[src/rtl/button_conditioner.sv]
// -----------------------------------------------------------------------------
// button_conditioner
//
// Input front-end for the pet control unit. Each raw board input is brought
// into the clock domain with a two-flop synchronizer and filtered by its own
// debouncer. Sleep/awake/feed/play become one-cycle press pulses; the tilt
// switch is passed on as a debounced level. The test button drives a
// long-press state machine that counts short presses while in test mode and
// reports the count on exit.
//
// Ports:
//   clk                         system clock, rising edge
//   rst                         synchronous reset, active low
//   rawSleep/rawAwake/rawFeed/rawPlay  asynchronous buttons, active high
//   rawGiro                     asynchronous tilt switch, active high
//   rawTest                     asynchronous test button, active high
//   botonSleep/Awake/Feed/Play  one-cycle press pulses (muted in test mode)
//   giro                        debounced tilt level
//   botonTest                   one-cycle pulse when test mode is left
//   pulseTest[3:0]              short-press count, held until next botonTest
//   testMode                    high while test presses are being counted
// -----------------------------------------------------------------------------
module button_conditioner #(
  parameter int DEBOUNCE   = 4,
  parameter int LONG_PRESS = 20
) (
  input  logic       clk,
  input  logic       rst,
  input  logic       rawSleep,
  input  logic       rawAwake,
  input  logic       rawFeed,
  input  logic       rawPlay,
  input  logic       rawGiro,
  input  logic       rawTest,
  output logic       botonSleep,
  output logic       botonAwake,
  output logic       botonFeed,
  output logic       botonPlay,
  output logic       giro,
  output logic       botonTest,
  output logic [3:0] pulseTest,
  output logic       testMode
);

  localparam int NCH   = 6;
  localparam int CNT_W = $clog2(DEBOUNCE);
  localparam int HC_W  = $clog2(LONG_PRESS);

  localparam logic [CNT_W-1:0] DB_LAST = CNT_W'(DEBOUNCE - 1);
  localparam logic [HC_W-1:0]  LP_LAST = HC_W'(LONG_PRESS - 1);

  localparam int CH_SLEEP = 0;
  localparam int CH_AWAKE = 1;
  localparam int CH_FEED  = 2;
  localparam int CH_PLAY  = 3;
  localparam int CH_GIRO  = 4;
  localparam int CH_TEST  = 5;

  typedef enum logic [2:0] {
    IDLE,
    N_PRESS,
    WAIT_IN,
    TEST,
    T_PRESS,
    WAIT_OUT
  } state_t;

  function automatic logic [3:0] sat_inc(input logic [3:0] v);
    return (v == 4'hF) ? v : v + 4'd1;
  endfunction

  logic [NCH-1:0]   raw_vec;
  logic [NCH-1:0]   sync_p0;
  logic [NCH-1:0]   sync_p1;
  logic [NCH-1:0]   deb_p2;
  logic [NCH-1:0]   deb_p3;
  logic [CNT_W-1:0] cnt_p2 [NCH];

  state_t           state;
  logic [HC_W-1:0]  hc;
  logic [3:0]       pc;
  logic             dt;

  assign raw_vec = {rawTest, rawGiro, rawPlay, rawFeed, rawAwake, rawSleep};
  assign dt      = deb_p2[CH_TEST];
  assign giro    = deb_p2[CH_GIRO];

  // Stage p0/p1: two-flop synchronizer. Stage p2: debounced value.
  always_ff @(posedge clk) begin
    if (!rst) begin
      sync_p0 <= '0;
      sync_p1 <= '0;
      deb_p2  <= '0;
      for (int i = 0; i < NCH; i++) begin
        cnt_p2[i] <= '0;
      end
    end else begin
      sync_p0 <= raw_vec;
      sync_p1 <= sync_p0;
      for (int i = 0; i < NCH; i++) begin
        // The counter measures how long the input has disagreed with the
        // debounced value; any agreement restarts the measurement.
        if (sync_p1[i] == deb_p2[i]) begin
          cnt_p2[i] <= '0;
        end else if (cnt_p2[i] == DB_LAST) begin
          deb_p2[i] <= sync_p1[i];
          cnt_p2[i] <= '0;
        end else begin
          cnt_p2[i] <= cnt_p2[i] + CNT_W'(1);
        end
      end
    end
  end

  // Stage p3: rising-edge detection into registered press pulses.
  always_ff @(posedge clk) begin
    if (!rst) begin
      deb_p3     <= '0;
      botonSleep <= 1'b0;
      botonAwake <= 1'b0;
      botonFeed  <= 1'b0;
      botonPlay  <= 1'b0;
    end else begin
      deb_p3     <= deb_p2;
      botonSleep <= deb_p2[CH_SLEEP] & ~deb_p3[CH_SLEEP] & ~testMode;
      botonAwake <= deb_p2[CH_AWAKE] & ~deb_p3[CH_AWAKE] & ~testMode;
      botonFeed  <= deb_p2[CH_FEED]  & ~deb_p3[CH_FEED]  & ~testMode;
      botonPlay  <= deb_p2[CH_PLAY]  & ~deb_p3[CH_PLAY]  & ~testMode;
    end
  end

  // Stage p3: long-press state machine on the debounced test button.
  always_ff @(posedge clk) begin
    if (!rst) begin
      state     <= IDLE;
      hc        <= '0;
      pc        <= 4'd0;
      pulseTest <= 4'd0;
      botonTest <= 1'b0;
      testMode  <= 1'b0;
    end else begin
      botonTest <= 1'b0;
      case (state)
        IDLE: begin
          if (dt) begin
            state <= N_PRESS;
            hc    <= '0;
          end
        end
        N_PRESS: begin
          // Released early: an ordinary short press, ignored outside test mode.
          if (!dt) begin
            state <= IDLE;
          end else if (hc == LP_LAST) begin
            state    <= WAIT_IN;
            pc       <= 4'd0;
            testMode <= 1'b1;
          end else begin
            hc <= hc + HC_W'(1);
          end
        end
        WAIT_IN: begin
          // The entering long press must be released before counting starts.
          if (!dt) begin
            state <= TEST;
          end
        end
        TEST: begin
          if (dt) begin
            state <= T_PRESS;
            hc    <= '0;
          end
        end
        T_PRESS: begin
          if (!dt) begin
            state <= TEST;
            pc    <= sat_inc(pc);
          end else if (hc == LP_LAST) begin
            // The exiting long press itself is not counted.
            state     <= WAIT_OUT;
            pulseTest <= pc;
            botonTest <= 1'b1;
            testMode  <= 1'b0;
          end else begin
            hc <= hc + HC_W'(1);
          end
        end
        WAIT_OUT: begin
          if (!dt) begin
            state <= IDLE;
          end
        end
        default: begin
          state <= IDLE;
        end
      endcase
    end
  end

endmodule

[config.mk]
export PLATFORM = sky130hd
export DESIGN_NAME = button_conditioner
export DESIGN_NICKNAME = d
export VERILOG_FILES = /design/src/rtl/button_conditioner.sv
export SDC_FILE = /design/constraint.sdc
export NUM_CORES = 1
export LEC_CHECK = 0
export ABC_CLOCK_PERIOD_IN_PS = 1800
export CORE_ASPECT_RATIO = 1.4
export CORE_UTILIZATION = 56
export DETAILED_ROUTE_END_ITERATION = 10
export PLACE_DENSITY = 0.77
export SYNTH_ARGS = -nofsm -noshare
export SYNTH_HDL_FRONTEND = slang
export SYNTH_SLANG_ARGS = --single-unit
[constraint.sdc]
create_clock -name clk -period 1.8 [get_ports clk]
set_input_delay 0.36 -clock clk [delete_from_list [all_inputs] [get_ports clk]]
set_output_delay 0.36 -clock clk [all_outputs]
set_load 0.05 [all_outputs]
==> run metrics <==
Seq/Total Area, Yosys=0.5371; post-synth design cell area=between 0.002 and 0.0025 mm²; Die W=about 56 µm; Clock Latency Late Sink=around 0.3 ns; final worst slack=between 0.2 and 0.25 ns; Max Cap Violations=0; pre-CTS setup slack=between 0.09 and 0.1 ns; via count=1567; critical path required time=2.04 ns; crit-path max FO=7; routed wire length per instance=approximately 13 µm; number of cell rows=27; fraction of registers with async set/reset=0; routed vias/inst=about 5.4; ys flop type=dfxtp_1; layout cells sized above 1=0.1089; IO Pins=19; first-pass GRT wire length=roughly 6300 µm; # port buffers=18; combinational family with the most area after synthesis=simple AND/OR/NAND/NOR gates; GRT overflow=0; outcome=complete, no violations; CTS buffer count=5; post-synthesis adder-cell area fraction=0.04331; Post-Route Skew=around 0.0038 ns; routed wire length=roughly 3700 µm; Setup Viol. Count Final=0; H-tree depth=2; crit path kind=reg -> reg; core area=~0.0040 mm²; Final Hold Fails=0; P&R area growth vs syn=17.92%; Placed Cells=between 200 and 300; Die ar.=0.004391 mm²; die height=approximately 80 µm; Final Critical Period=around 1.6 ns; mux cell area share after synthesis=0.05198; Synth warnings=0; CP arrival=between 1.5 and 2 ns; Worst-Margin Slew=0.5017 ns; PwrDens=a little under 900 mW/mm²; commonest non-fill, non-tap cell in the layout=dfxtp_1; Synth Area in Simple Gates=0.2393; pin count of the biggest net entering global routing=24; diode count=0; Startpoint Class=flip-flop; Compound-Gate Fraction of Synth Area=0.07309; Avg Cell Area, Syn=around 11 µm²; DR pass1 iterations=4; FF+latch count, synth=56; Cell variety after synth=45; HPWL Detailed=approximately 2600 µm; routability cong.=about 0.84; number of synthesized flops with an enable pin=12; setup TNS=0 ns; commonest cells after routing, fill and taps aside=dfxtp_1 (44), and2_1 (17), nor2_1 (16); # DRC=0; Post-Synth XOR/XNOR Area=0.02653; Clk Tree Root Cell=clkbuf_8; Max VDD drop=about 740 µV; CP endpoint kind=flip-flop; vias in the first global route=around 1400; Fmax=about 640 MHz; CTS tree=yes; Non-Filler Instances=291; Detailed Route Iter0 Violations=26; TritonCTS Sinks=56; Tcrit/Tclk final=0.8740; Max clock buf depth=2; Mapped Cells=between 200 and 250; Leak Pwr=around 1.1 nW; GRT Total Usage=0.1866; fin. max-slew vios=0; cts hold-fix bufs=0; post-route ant nets=0; worst hold-check path type=reg -> reg; RSZ-0062 raised after global routing=false; initial antenna violation count=0; clock-pin slew on the worst setup and hold paths=around 0.090 ns; worst rel slew slack=0.6650; final layout net count=about 260; Initial Util=0.5847
-- synthesized netlist by cell type, types with 6 or more instances --
master,count,area share
and2_1,17,0.046
dfxtp_1,44,0.38
edfxtp_1,12,0.16
ha_1,8,0.043
mux2i_1,12,0.052
nand2_1,7,0.011
nand2b_1,7,0.019
nand3_1,6,0.013
nor2_1,16,0.026
nor3_1,6,0.013
nor4_1,6,0.016
nor4b_1,6,0.023
o21ai_0,7,0.015
xnor2_1,7,0.027
-- sequential cells by signal, summed over array words and instances, names as in the netlist, 3 cells and up --
register	flops
deb_p2	6
sync_p0	6
deb_p3	4
state	3
cnt_p2	12
pulseTest	4
pc	4
hc	5
sync_p1	6
-- critical path, stage by stage (launching register included) --
cell	delay, ns
dfxtp_1	0.37
ha_1	0.18
and4bb_2	0.36
nand2_1	0.07
or4_1	0.40
a21oi_1	0.13
-- worst paths after layout --
path | start | endpoint | slack [ns] | cells past startpoint
min | deb_p3[2] | botonFeed | 0.39 | 1
min reg2reg | deb_p3[2] | botonFeed | 0.39 | 1
max reg2reg | hc[0] | testMode | 0.23 | 5
max | hc[0] | testMode | 0.23 | 5
-- repair_timing --
action | CTS | global route
setup buffers | 0 | 0
hold endpoints to repair | 0 | 0
resized for setup | 0 | 6
setup endpoints to repair | 0 | 6
-- logic make-up after synthesis --
family | Yosys count
adders and majority gates | 8
DFF | 56
buffers and inverters | 14
and+or+nand+nor | 90
xor gates and xnor gates | 7
AOI/OAI and AO/OA | 26
other | 1
muxes | 12
-- where the power goes --
group / internal (mW) / switching (mW)
clock: 0.556 / 0.387
sequential: 1.31 / 0.0218
combinational: 0.0559 / 0.0545
total: 1.92 / 0.463
-- stage by stage --
stage,util,power (mW),area (µm²),hold WS [ns]
after detailed placement,0.6527,1.473,2580,0.3788
final,0.6895,2.386,2725,0.3947
after CTS,0.6863,2.403,2713,0.3949
after global routing,0.6895,2.468,2725,0.4110
after global placement,0.6527,1.470,2580,0.3775
after floorplan,-,1.431,2352,0.3729
-- per-layer routing --
layer | global-route usage | wire (µm) | vias to the layer above
li1 | - | - | 816
met1 | 0.2306 | 1706 | 722
met2 | 0.3024 | 1852 | 24
met3 | 0.04119 | 89 | 5
met4 | 0.1000 | 79 | 0
met5 | 0 | 0 | -
-- final cells by class --
type	instances	area, µm²
flip-flops and latches	56	1241
fillers	306	1227
multi-input cells	155	1049
repair buffers	26	237.7
clock buffers	6	72.57
clock inverters	2	60.06
well taps	43	53.80
inverters	3	11.26
No activity file was read; power rests on OpenSTA's default activity.
